==> src/rtl/clock_skew_pkg.sv <==
// Shared constants, measurement state encoding and counter saturation helper
// for the clock skew observation block.
package clock_skew_pkg;

    localparam int unsigned DEF_SYNC_STAGES = 2;
    localparam int unsigned DEF_CNT_W       = 8;
    localparam int unsigned DEF_LOCK_COUNT  = 4;

    // Measurement progress since reset: first rise arms, second yields a period.
    typedef enum logic [1:0] {
        MEAS_IDLE  = 2'd0,
        MEAS_ARMED = 2'd1,
        MEAS_VALID = 2'd2
    } meas_state_t;

    function automatic logic [31:0] cnt_sat_value(input int unsigned width);
        if (width >= 32)
            return '1;
        return (32'd1 << width) - 32'd1;
    endfunction

endpackage

==> src/rtl/clock_skew_design_sync_chain.sv <==
// N-stage single-bit synchroniser with synchronous reset; the input is treated
// as asynchronous data. STAGES must be at least 2.
module sync_chain #(
    parameter int unsigned STAGES = 2
) (
    input  logic clk,
    input  logic rst,
    input  logic d,
    output logic q
);

    (* ASYNC_REG = "TRUE" *) logic [STAGES-1:0] stages;

    always_ff @(posedge clk) begin
        if (rst)
            stages <= '0;
        else
            stages <= {stages[STAGES-2:0], d};
    end

    assign q = stages[STAGES-1];

endmodule

==> src/rtl/clock_skew_design.sv <==
// Samples clk2 as data in the clk1 domain, measures its period in clk1 cycles
// and reports when that period is stable or when clk2 has stopped rising.
module clock_skew_design
    import clock_skew_pkg::*;
#(
    parameter int unsigned SYNC_STAGES = DEF_SYNC_STAGES,
    parameter int unsigned CNT_W       = DEF_CNT_W,
    parameter int unsigned LOCK_COUNT  = DEF_LOCK_COUNT
) (
    input  logic             clk1,
    input  logic             rst,
    input  logic             clk2,
    output logic             q,
    output logic             rise,
    output logic [CNT_W-1:0] period,
    output logic             period_valid,
    output logic             locked,
    output logic             timeout
);

    localparam logic [CNT_W-1:0]  CNT_MAX   = CNT_W'(cnt_sat_value(CNT_W));
    localparam int unsigned       MCNT_W    = $clog2(LOCK_COUNT + 1);
    localparam logic [MCNT_W-1:0] MCNT_LOCK = MCNT_W'(LOCK_COUNT);

    meas_state_t       state;
    meas_state_t       state_next;
    logic              measure;
    logic              q_d;
    logic [CNT_W-1:0]  cnt;
    logic [CNT_W-1:0]  cnt_inc;
    logic              cnt_sat;
    logic              period_match;
    logic [MCNT_W-1:0] mcnt;

    sync_chain #(
        .STAGES(SYNC_STAGES)
    ) u_sync (
        .clk(clk1),
        .rst(rst),
        .d  (clk2),
        .q  (q)
    );

    assign cnt_sat      = (cnt == CNT_MAX);
    assign cnt_inc      = cnt_sat ? cnt : cnt + CNT_W'(1);
    assign period_match = (state == MEAS_VALID) && !cnt_sat && (cnt == period);

    always_comb begin
        state_next = state;
        measure    = 1'b0;
        case (state)
            MEAS_IDLE: begin
                if (rise)
                    state_next = MEAS_ARMED;
            end
            MEAS_ARMED: begin
                if (rise) begin
                    measure    = 1'b1;
                    state_next = MEAS_VALID;
                end
            end
            MEAS_VALID: begin
                measure = rise;
            end
            default: state_next = MEAS_IDLE;
        endcase
    end

    always_ff @(posedge clk1) begin
        if (rst) begin
            state  <= MEAS_IDLE;
            q_d    <= 1'b0;
            rise   <= 1'b0;
            cnt    <= '0;
            period <= '0;
            mcnt   <= '0;
        end else begin
            state <= state_next;
            q_d   <= q;
            rise  <= q & ~q_d;

            if (rise)
                cnt <= CNT_W'(1);
            else
                cnt <= cnt_inc;

            if (measure)
                period <= cnt;

            // mcnt is cleared on the same edge cnt saturates so locked never
            // overlaps timeout.
            if (measure) begin
                if (period_match)
                    mcnt <= (mcnt == MCNT_LOCK) ? mcnt : mcnt + MCNT_W'(1);
                else
                    mcnt <= '0;
            end else if (!rise && cnt_inc == CNT_MAX) begin
                mcnt <= '0;
            end
        end
    end

    assign period_valid = (state == MEAS_VALID);
    assign locked       = (mcnt == MCNT_LOCK);
    assign timeout      = cnt_sat;

endmodule

==> config.mk <==
export PLATFORM = sky130hd
export DESIGN_NAME = clock_skew_design
export DESIGN_NICKNAME = d
export VERILOG_FILES = /design/src/rtl/clock_skew_pkg.sv /design/src/rtl/clock_skew_design_sync_chain.sv /design/src/rtl/clock_skew_design.sv
export SDC_FILE = /design/constraint.sdc
export NUM_CORES = 1
export LEC_CHECK = 0
export BUFFER_PORTS_ARGS = -buffer_cell sky130_fd_sc_hd__buf_4
export CAP_MARGIN = 10
export CORE_AREA = 2 2 64 66
export CTS_CLUSTER_DIAMETER = 60
export CTS_CLUSTER_SIZE = 8
export DETAILED_ROUTE_END_ITERATION = 12
export DIE_AREA = 0 0 66 68
export GPL_TIMING_DRIVEN = 1
export SETUP_SLACK_MARGIN = 0.02
export SLEW_MARGIN = 10
export SYNTH_ARGS = -nofsm -noshare
export SYNTH_HDL_FRONTEND = slang
export SYNTH_HIERARCHICAL = 1
export SYNTH_SLANG_ARGS = --single-unit
export TNS_END_PERCENT = 100
==> constraint.sdc <==
create_clock -name clk1 -period 2 [get_ports clk1]
set_clock_uncertainty 0.15 [all_clocks]
set_input_delay 0.3 -clock clk1 [delete_from_list [all_inputs] [get_ports clk1]]
set_output_delay 0.3 -clock clk1 [all_outputs]
set_load 0.02 [all_outputs]
==> impl_metrics.json <==
{
  "path_cells": "inv_1, ha_4, and2_4, buf_4, nor4_4, a211oi_2, buf_4, o311ai_2",
  "netlist_area_sq_um": 1470,
  "cp-end-kind": "register",
  "rr_worst_depth": 8,
  "cp.depth": 8,
  "cellLeakagePower_nw": 0.631,
  "diodes": 0,
  "setup_viol": 0,
  "die_y_microns": 68,
  "p_seq_share_pct": 55.6,
  "synth_edf_count": 0,
  "drcViolationCount": 0,
  "final_hold_viol_count": 0,
  "slew_violations": 0,
  "cts_sinks": 25,
  "yosysUniqueCellTypes": 43,
  "ctsHoldBuffers": 0,
  "synth_xor_xnor_area_share_pct": 8.16,
  "slowest_delay_ns": 0.34,
  "core_area_sq_um": 3860,
  "tightest_slew_ns": 0.370,
  "cts_buffers": 3,
  "syn-num-nets": 170,
  "startpoint": "state[1]$_SDFFE_PP0P_",
  "yosys_warnings": 6,
  "drt_pass1_iterations": 4,
  "fmax_ghz": 0.516,
  "seq_area_frac_synth_pct": 34.0,
  "path_clk_slew_ns": 0.09,
  "track_usage_pct": 14.7,
  "worstHoldPathCells": 2,
  "hold_start": "clk2",
  "overflow": 0,
  "grt_pass1_vias": 1133,
  "ys_ff_latch": 25,
  "yosys.area_share.simple_pct": 28.2,
  "viasPerCell": 5.20,
  "io_buffers": 15,
  "finalCritPeriodShare_pct": 96.9,
  "p_sw_share_pct": 25.2,
  "placedInstanceArea_sq_um": 1590,
  "wl_mm": 3.16,
  "combPwrFrac_pct": 12.2,
  "wire_per_inst_microns": 13.8,
  "rsz0062_at_grt": "yes",
  "root_buffer": "clkbuf_8",
  "worstPathArrival_ns": 1.96,
  "die-area_sq_um": 4490,
  "mostFrequentLayoutCell": "buf_4",
  "ir_drop_mv": 0.305,
  "startpoint_type": "register",
  "final_cell_mix": "buf_4 (27), nand2_1 (26), dfxtp_1 (20)",
  "synthAdderAreaFrac_pct": 5.10,
  "fin_hold_ws_ns": 0.104,
  "syn_inst": 161,
  "cpMaxStageDelayCell": "dfxtp_2",
  "post-route-min-period_ns": 1.94,
  "vias": 1197,
  "crit_buf_inv": 3,
  "intPower_mw": 0.698,
  "synth_top_area_share_pct": 34.0,
  "crit_fanout": 4,
  "synth_top_area_cell": "dfxtp_1",
  "status": "finished, final reports clean",
  "die_x_microns": 66,
  "syn_to_final_growth_pct": 17.9,
  "hp-class": "input port to register",
  "drive_gt1_share_pct": 33.3,
  "synth_compound_area_share_pct": 13.9,
  "num-fill-cells": 386,
  "start_util_pct": 38.2,
  "postRouteAntennaNets": 0,
  "grt_pass1_wl_mm": 5.18,
  "synth_mux_area_share_pct": 1.36,
  "maxSlewHeadroom_pct": 75.1,
  "r2r_start": "state[1]$_SDFFE_PP0P_",
  "stdcell_area_sq_um": 1730,
  "maxCapViolCount": 0,
  "ios": 16,
  "ys.flop_type": "dfxtp_1",
  "synth_top_family_by_area": "simple AND/OR/NAND/NOR gates",
  "async_flop_share_pct": 0,
  "grt_antenna_before_repair": 0,
  "critPathMostFrequentCell": "buf_4",
  "worstPathRequired_ns": 2.03,
  "place_congestion": 0.841,
  "power_density_nw_per_um2": 538,
  "drt_first_iter_violations": 38,
  "grt_max_degree": 21,
  "avgSynthCellArea_sq_um": 9.14,
  "cts_tree": "done",
  "dpl.hpwl_mm": 2.22,
  "cts_max_level": 1,
  "switchingPower_mw": 0.235,
  "clkLatencyLatePin_ns": 0.26,
  "clockBufferDepth": 2,
  "path_class": "register to register",
  "nets": 190,
  "clockPowerShare_pct": 32.3,
  "rows": 23,
  "path_delay_family": "simple AND/OR/NAND/NOR gates",
  "netlist_top_cells_area": "dfxtp_1 (34%), nand2_1 (6.6%), buf_6 (6.1%)"
}
[metrics by stage]
stage / cells / setup WS (ns) / util (%) / power [mW] / setup TNS [ns]
after floorplan: 161 / 0.175 / - / 0.603 / 0
after global placement: 221 / 0.107 / 41.2 / 0.622 / 0
after detailed placement: 221 / 0.00874 / 41.2 / 0.625 / 0
after CTS: 227 / 0.0206 / 43.4 / 0.931 / 0
after global routing: 230 / -0.0318 / 45.0 / 0.972 / -0.0376
final: 230 / 0.0628 / 45.0 / 0.932 / 0
[sequential cells by signal, indices dropped and copies added (netlist names)]
register and cells:
cnt 8, mcnt 3, period 8, q_d 1, rise 1, state 2
u_sync/stages 2
[cells by family after synthesis]
family / count (synthesis)
adder cells (fa/ha/maj): 6
AO/OA/AOI/OAI: 31
buffers and inverters: 19
AND/OR/NAND/NOR: 69
XOR/XNOR: 9
multiplexers: 2
flip-flops: 25
[synth_stat cells, types with 3 or more instances]
cell and n:
xnor2_2 3, nand2_1 26, nor2b_1 5, a211oi_1 4
xnor2_1 5, nand3_1 4, a21oi_1 15, inv_1 7
nor2_1 9, ha_1 6, buf_6 8, o21ai_0 4
dfxtp_1 25
[what timing repair did]
action	CTS	global route
endpoints found under the setup margin	3	4
setup buffers	2	3
gates resized for setup	6	8
gates cloned	0	0
pin swaps	1	3
[power groups by stage]
stage | clock network, mW | logic [mW] | registers, mW
floorplan | 0 | 0.0718 | 0.531
global route | 0.327 | 0.125 | 0.519
global placement | 0 | 0.0927 | 0.529
finish | 0.301 | 0.114 | 0.518
CTS | 0.312 | 0.0989 | 0.520
detailed placement | 0 | 0.0947 | 0.530
[path summary, 6_finish.rpt]
kind                                               endpoint  slack [ns]
worst min register to register              rise$_SDFF_PP0_        0.25
worst min-delay path            u_sync/stages[0]$_SDFF_PP0_        0.10
worst max-delay path                   mcnt[1]$_SDFFE_PP0P_        0.06
worst max register to register         mcnt[1]$_SDFFE_PP0P_        0.06
[worst reg2reg max path, stage by stage, from the launching register on]
cell and delay [ns]:
dfxtp_2 0.34, inv_1 0.11, ha_4 0.22, and2_4 0.17
buf_4 0.15, nor4_4 0.29, a211oi_2 0.05, buf_4 0.16
o311ai_2 0.21
[metal layers]
metal  global-route usage [%]  vias to the layer above  share of wire, %
li1                         -                      595                 -
met1                     18.7                      568                44
met2                     25.8                       28                52
met3                     1.97                        6               3.2
met4                     4.59                        0               1.2
met5                        0                        -                 0
[final cells by class]
class                   instances  area, sq um  area share [%]
clock inverters                 1         5.00           0.289
flip-flops and latches         25          507            29.2
inverters                       7         26.3            1.52
multi-input cells             117          890            51.3
repair buffers                 27          203            11.7
clock buffers                   3         41.3            2.38
well taps                      50         62.6            3.61
(Power assumes the default switching activity.)
